## src/rtl/mem_arbiter.sv

```systemverilog
// rtl/mem_arbiter.sv - two-port (fetch/data) arbiter onto one shared memory port.
// Define MEM_ARB_RR_EN for round-robin contention; otherwise data side has fixed priority.
module mem_arbiter (
  input  logic        clk,
  input  logic        rst,
  input  logic        i_req,
  input  logic [31:0] i_addr,
  output logic [31:0] i_rdata,
  output logic        i_done,
  input  logic        d_req,
  input  logic        d_we,
  input  logic [31:0] d_addr,
  input  logic [31:0] d_wdata,
  output logic [31:0] d_rdata,
  output logic        d_done,
  output logic        mem_req,
  output logic        mem_we,
  output logic [31:0] mem_addr,
  output logic [31:0] mem_wdata,
  input  logic [31:0] mem_rdata,
  input  logic        mem_ready,
  output logic        busy
);

  typedef enum logic [1:0] {IDLE, I_ACC, D_ACC} state_t;

  state_t state, state_nxt;
  logic   i_cand, d_cand, grant_i, grant_d;

`ifdef MEM_ARB_RR_EN
  logic last_grant;  // 0 = fetch side, 1 = data side
`endif

  always_comb begin
    // A side whose done is pulsing is still holding req for the finished access.
    i_cand    = i_req & ~i_done;
    d_cand    = d_req & ~d_done;
    grant_i   = 1'b0;
    grant_d   = 1'b0;
    state_nxt = state;
    if (state == IDLE) begin
      if (i_cand && d_cand) begin
`ifdef MEM_ARB_RR_EN
        grant_d = ~last_grant;
        grant_i = last_grant;
`else
        grant_d = 1'b1;
`endif
      end else begin
        grant_i = i_cand;
        grant_d = d_cand;
      end
    end
    case (state)
      IDLE: begin
        if (grant_d)      state_nxt = D_ACC;
        else if (grant_i) state_nxt = I_ACC;
      end
      I_ACC, D_ACC: if (mem_ready) state_nxt = IDLE;
      default: state_nxt = IDLE;
    endcase
  end

  assign busy    = (state != IDLE);
  assign mem_req = busy;

  always_ff @(posedge clk) begin
    if (rst) begin
      state     <= IDLE;
      mem_we    <= 1'b0;
      mem_addr  <= 32'd0;
      mem_wdata <= 32'd0;
      i_done    <= 1'b0;
      d_done    <= 1'b0;
      i_rdata   <= 32'd0;
      d_rdata   <= 32'd0;
`ifdef MEM_ARB_RR_EN
      last_grant <= 1'b0;
`endif
    end else begin
      state  <= state_nxt;
      i_done <= 1'b0;
      d_done <= 1'b0;
      if (grant_d) begin
        mem_we    <= d_we;
        mem_addr  <= d_addr;
        mem_wdata <= d_wdata;
`ifdef MEM_ARB_RR_EN
        last_grant <= 1'b1;
`endif
      end else if (grant_i) begin
        mem_we    <= 1'b0;
        mem_addr  <= i_addr;
        mem_wdata <= 32'd0;
`ifdef MEM_ARB_RR_EN
        last_grant <= 1'b0;
`endif
      end
      // Command is cleared on completion so the port reads all-zero while idle.
      if (mem_ready && (state == I_ACC || state == D_ACC)) begin
        mem_we    <= 1'b0;
        mem_addr  <= 32'd0;
        mem_wdata <= 32'd0;
        if (state == I_ACC) begin
          i_rdata <= mem_rdata;
          i_done  <= 1'b1;
        end else begin
          if (!mem_we) d_rdata <= mem_rdata;
          d_done <= 1'b1;
        end
      end
    end
  end

endmodule

```

## config.mk

```make
export PLATFORM = sky130hd
export DESIGN_NAME = mem_arbiter
export DESIGN_NICKNAME = d
export VERILOG_FILES = /design/src/rtl/mem_arbiter.sv
export SDC_FILE = /design/constraint.sdc
export NUM_CORES = 1
export LEC_CHECK = 0
export BUFFER_PORTS_ARGS = -buffer_cell sky130_fd_sc_hd__buf_2
export CAP_MARGIN = 40
export CORE_ASPECT_RATIO = 0.5
export CORE_MARGIN = 4
export CORE_UTILIZATION = 32
export CTS_BUF_LIST = sky130_fd_sc_hd__clkbuf_8 sky130_fd_sc_hd__clkbuf_16
export DETAILED_ROUTE_END_ITERATION = 12
export GPL_TIMING_DRIVEN = 0
export PLACE_DENSITY = 0.69
export SLEW_MARGIN = 20
export SYNTH_ARGS = -nofsm -noshare
export SYNTH_HDL_FRONTEND = slang
export SYNTH_SLANG_ARGS = --single-unit
```

## constraint.sdc

```tcl
create_clock -name clk -period 2.28 [get_ports clk]
set_input_delay 0.456 -clock clk [delete_from_list [all_inputs] [get_ports clk]]
set_output_delay 0.456 -clock clk [all_outputs]
set_load 0.1 [all_outputs]
```

### Yosys cells after proc, flatten, opt, wreduce, memory -nomap -nowiden

Index checks and enable logic that the tools add are counted.

| operators by class | value |
|---|---|
| multiplexer cells | 16 |
| bitwise gates (word level) | 7 |
| reductions and logical operators | 12 |
| equality and inequality tests | 4 |

Operators by type and width:

| operator | number |
|---|---|
| 32-bit 2-to-1 mux | 4 |
| 1-bit 2-to-1 mux | 8 |
| 2-bit 2-to-1 mux | 3 |
| 2-bit OR reduction | 3 |
| 1-bit inverter | 5 |
| 2-bit case mux with 2 select lines | 1 |
| 2-bit AND reduction | 2 |
| 2-bit nonzero test | 2 |
| 3-bit != test (second input constant) | 1 |
| 3-bit AND reduction | 1 |
| 1-bit bitwise AND | 2 |
| 2-bit by 1-bit == test with 1-bit output (second input constant) | 1 |
| 2-bit == test (second input constant) | 1 |
| 1-bit logical AND | 2 |
| 2-bit zero test | 1 |
| 2-bit != test (second input constant) | 1 |
| 1-bit logical OR | 1 |

| storage, ports and cells | value |
|---|---|
| output and inout port bits | 133 |
| word-level logic and storage cells | 47 |
| input port bits | 134 |
| bits in registers | 133 |

### Logic depth before layout (Yosys ltp)

| depth | value |
|---|---|
| depth after elaboration | 8 |
| mapped depth | 8 |
| depth with buffers taken out | 6 |

### Worst setup path before layout

Ideal clock, no wire load.

| path | value |
|---|---|
| path kind | flip-flop to output port |
| start point | reg state[1] |
| end point | out mem_req |
| data required time | 1.824 ns |
| path slack | 0.125 ns |
| buffers on the path | 1 |
| stages on the path, launching flop included | 5 |
| data arrival time | 1.699 ns |
| cells stage by stage | dfxtp_1 > inv_1 > ha_1 > inv_1 > buf_4 |

| between the ends | value |
|---|---|
| cells in the longest elaborated chain, start to end | 1 |

Ends and longest elaborated chain:

| item | RTL line | text |
|---|---|---|
| start: declaration | 27 | `state_t state, state_nxt;` |
| start signal: assignment | 81 | `state <= state_nxt;` |
| 2-bit nonzero test | 64 | `assign busy = (state != IDLE);` |
| end: declaration | 16 | `output logic mem_req,` |

No other way between the ends.

### Final worst setup path

| path | value |
|---|---|
| start point | reg state[0] |
| end point | out busy |

| between the ends | value |
|---|---|
| cells in the longest elaborated chain, start to end | 1 |

Ends and longest elaborated chain:

| item | RTL line | text |
|---|---|---|
| 2-bit nonzero test | 64 |  |
| end: declaration | 22 | `output logic busy` |

No other way between the ends.

==> impl_metrics.tcl <==
set metrics [dict create \
    status "finished clean" \
    seq_power_share 0.323 \
    synth_seq_cells 133 \
    synth_nets 661 \
    drive_gt1_frac 0.434 \
    rows 32 \
    relSlewSlack 0.508 \
    p_comb_frac 0.341 \
    crit_fanout 5 \
    synth.top_cells.by_area "dfxtp_1, nand2_1, a211oi_2, a21oi_1, mux2i_1" \
    first_iter_violations 133 \
    hold_depth 2 \
    overflow 0 \
    ctsLongestPathBuffers 2 \
    grt_max_degree 17 \
    crit_family "buffers and inverters" \
    port_buffers 265 \
    reg2reg_from "state[0]" \
    synth_top_cell_by_area "dfxtp_1" \
    worstHoldStart "d_wdata[5]" \
    finalPower_mw 8.22 \
    clk_pin_slew_ns 0.06 \
    clock_sinks 133 \
    fin_nets 945 \
    tritoncts "yes" \
    h-tree-depth 4 \
    synth_area_um2 5020 \
    antenna_found_initial 1 \
    setup_viol 0 \
    start_kind "register" \
    coreArea_um2 15400 \
    postCtsSetupBuffers 0 \
    cpMostUsedCell "inv_1" \
    die-height_um 96.6 \
    critPathBufInv 3 \
    cts_root_buf "clkbuf_16" \
    synth_top_area_share 0.530 \
    syn2layout_area_growth_pct 43.4 \
    tns_ns 0 \
    maxSlewViolCount 0 \
    num_io_pins 267 \
    synth-seq-area-share 0.530 \
    rsz0062_at_grt "no" \
    grt_pass1_vias 4725 \
    setup_ws_ns 0.131 \
    grt_pass1_wl_um 24400 \
    cpPeakStageDelay_ns 0.47 \
    power_frac_clock 0.337 \
    rrSetupSlack_ns 0.45 \
    ant_nets 0 \
    yosys_warnings 0 \
    multi_input_area_um2 2080 \
    power_density_nw_per_um2 1140 \
    ir_drop_mv 0.427 \
    track_usage 0.171 \
    vias 4741 \
    finalHoldViolations 0 \
    r2r_end "mem_wdata[22]" \
    period_share 0.943 \
    worstSetupEndpointType "output port" \
    initial_core_util 0.327 \
    ys_types 30 \
    ff2ff_path_depth 8 \
    critPathKind "register to output port" \
    vias_per_cell 4.63 \
    switching_power_mw 3.34 \
    leakagePower_nw 3.45 \
    netSwitchingFraction 0.406 \
    fp.dieW_um 185 \
    whs_endpoint "mem_wdata[5]" \
    slowest_stage "buf_2" \
    pre_cts_slack_ns 0.449 \
    p_int_mw 4.89 \
    arrival_ns 1.69 \
    place.gp.congestion 0.793 \
    worst_pin_slew_ns 0.738 \
    hpwl_um 12100 \
    synthCells 525 \
    fill_cells 1526 \
    maxCapViolCount 0 \
    route.detailed.drc 0 \
    path_cells "inv_1 > ha_1 > inv_1 > buf_2" \
    die_area_um2 17900 \
    syn-mean-instance-area_um2 9.57 \
    regArea_um2 2660 \
    wl_per_cell_um 15.2 \
    antenna_cells 0 \
    min_period_ns 2.15 \
    numCtsBuffers 17 \
    finClkSkew_ns 0.0161 \
    clock_latency_ns 0.40 \
    routed_wl_um 15600 \
    drt_pass1_iterations 4 \
    critPathRequiredTime_ns 1.82 \
    hp-class "input pin to register" \
    clock.fmax_mhz 465 \
]
metrics by stage:
| step | area [um2] | cells | util | hold WS [ns] |
|---|---|---|---|---|
| final | 7210 | 1024 | 0.469 | 0.267 |
| after global routing | 7210 | 1024 | 0.469 | 0.247 |
| after CTS | 7200 | 1024 | 0.469 | 0.246 |
| after detailed placement | 6610 | 994 | 0.430 | 0.444 |
| after global placement | 6610 | 994 | 0.430 | 0.439 |
| after floorplan | 5020 | 525 | - | 0.460 |
layout by cell type (no fill, tap or decap), drive strengths merged:
| master | n |
|---|---|
| and2 | 1 |
| inv | 6 |
| nand2b | 3 |
| buf | 294 |
| a22o | 33 |
| o21ai | 1 |
| a21oi | 66 |
| or3 | 2 |
| clkbuf | 35 |
| a211oi | 32 |
| nand2 | 130 |
| clkinv | 2 |
| clkinvlp | 2 |
| nor2b | 1 |
| nand3 | 2 |
| mux2i | 32 |
| dfxtp | 133 |
| a31oi | 1 |
| nor3 | 3 |
| and3 | 1 |
| bufinv | 3 |
| ha | 2 |
| nor2 | 35 |
cell usage after synthesis, drive strengths merged:
master,count
a211oi,32
a21oi,66
a22o,33
a31oi,1
and2,1
and3,1
buf,30
clkbuf,14
dfxtp,133
ha,2
inv,3
mux2i,32
nand2,130
nand2b,3
nand3,2
nor2,35
nor2b,1
nor3,3
o21ai,1
or3,2
power groups by stage:
stage / combinational [mW] / clock, mW / sequential, mW
6_report: 2.80 / 2.77 / 2.65
3_3_place_gp: 2.79 / 0 / 2.69
5_1_grt: 2.93 / 2.95 / 2.68
4_1_cts: 2.82 / 2.83 / 2.65
2_1_floorplan: 0.740 / 0 / 4.24
3_5_place_dp: 2.82 / 0 / 2.70
timing repair:
action | in CTS | in global routing
hold buffers | 0 | 0
endpoints found under the setup margin | 0 | 1
gates resized for setup | 0 | 1
registers in the layout, summed over array words and instances (netlist names):
signal and flops:
d_done 1, mem_we 1, d_rdata 32, mem_addr 32
i_rdata 32, i_done 1, mem_wdata 32, state 2
final cells by class:
| class | instances | share of cell area |
|---|---|---|
| multi-input combinational | 345 | 0.289 |
| clock buffer | 20 | 0.0648 |
| inverter | 3 | 0.00156 |
| clock inverter | 10 | 0.0182 |
| sequential | 133 | 0.369 |
| tap | 204 | 0.0354 |
| timing repair buffer | 265 | 0.184 |
| buffer | 44 | 0.0372 |
routing by layer:
layer / track usage / up-vias / routed length [um]
met3: 0.0462 / 27 / 741
li1: - / 2367 / -
met1: 0.195 / 2232 / 6410
met2: 0.302 / 113 / 8090
met5: 0 / - / 7
met4: 0.0665 / 2 / 359
worst reg2reg max path, cell delays in order (launching register included):
cell	delay [ns]
dfxtp_1	0.35
inv_1	0.06
ha_1	0.33
nand2_2	0.13
nand2b_4	0.06
buf_6	0.13
nor2_2	0.26
buf_2	0.29
a22o_1	0.17
kinds of logic after synthesis:
kind of cell,count (synthesis),share of synthesized area
simple gates,178,0.144
compound gates,133,0.202
flops,133,0.530
buf+inv,47,0.0555
mux,32,0.0637
fa+ha+maj,2,0.00498
worst max-delay path by stage:
stage	end	slack [ns]	startpoint	cells after the start
CTS	mem_req	0.03	state[1]	5
global route	busy	0.03	state[1]	4
detailed placement	mem_wdata[30]	0.45	state[0]	8
finish	busy	0.13	state[0]	4
floorplan	mem_req	0.12	state[1]	4
global placement	mem_addr[1]	0.46	state[1]	7
(Power assumes the default switching activity.)
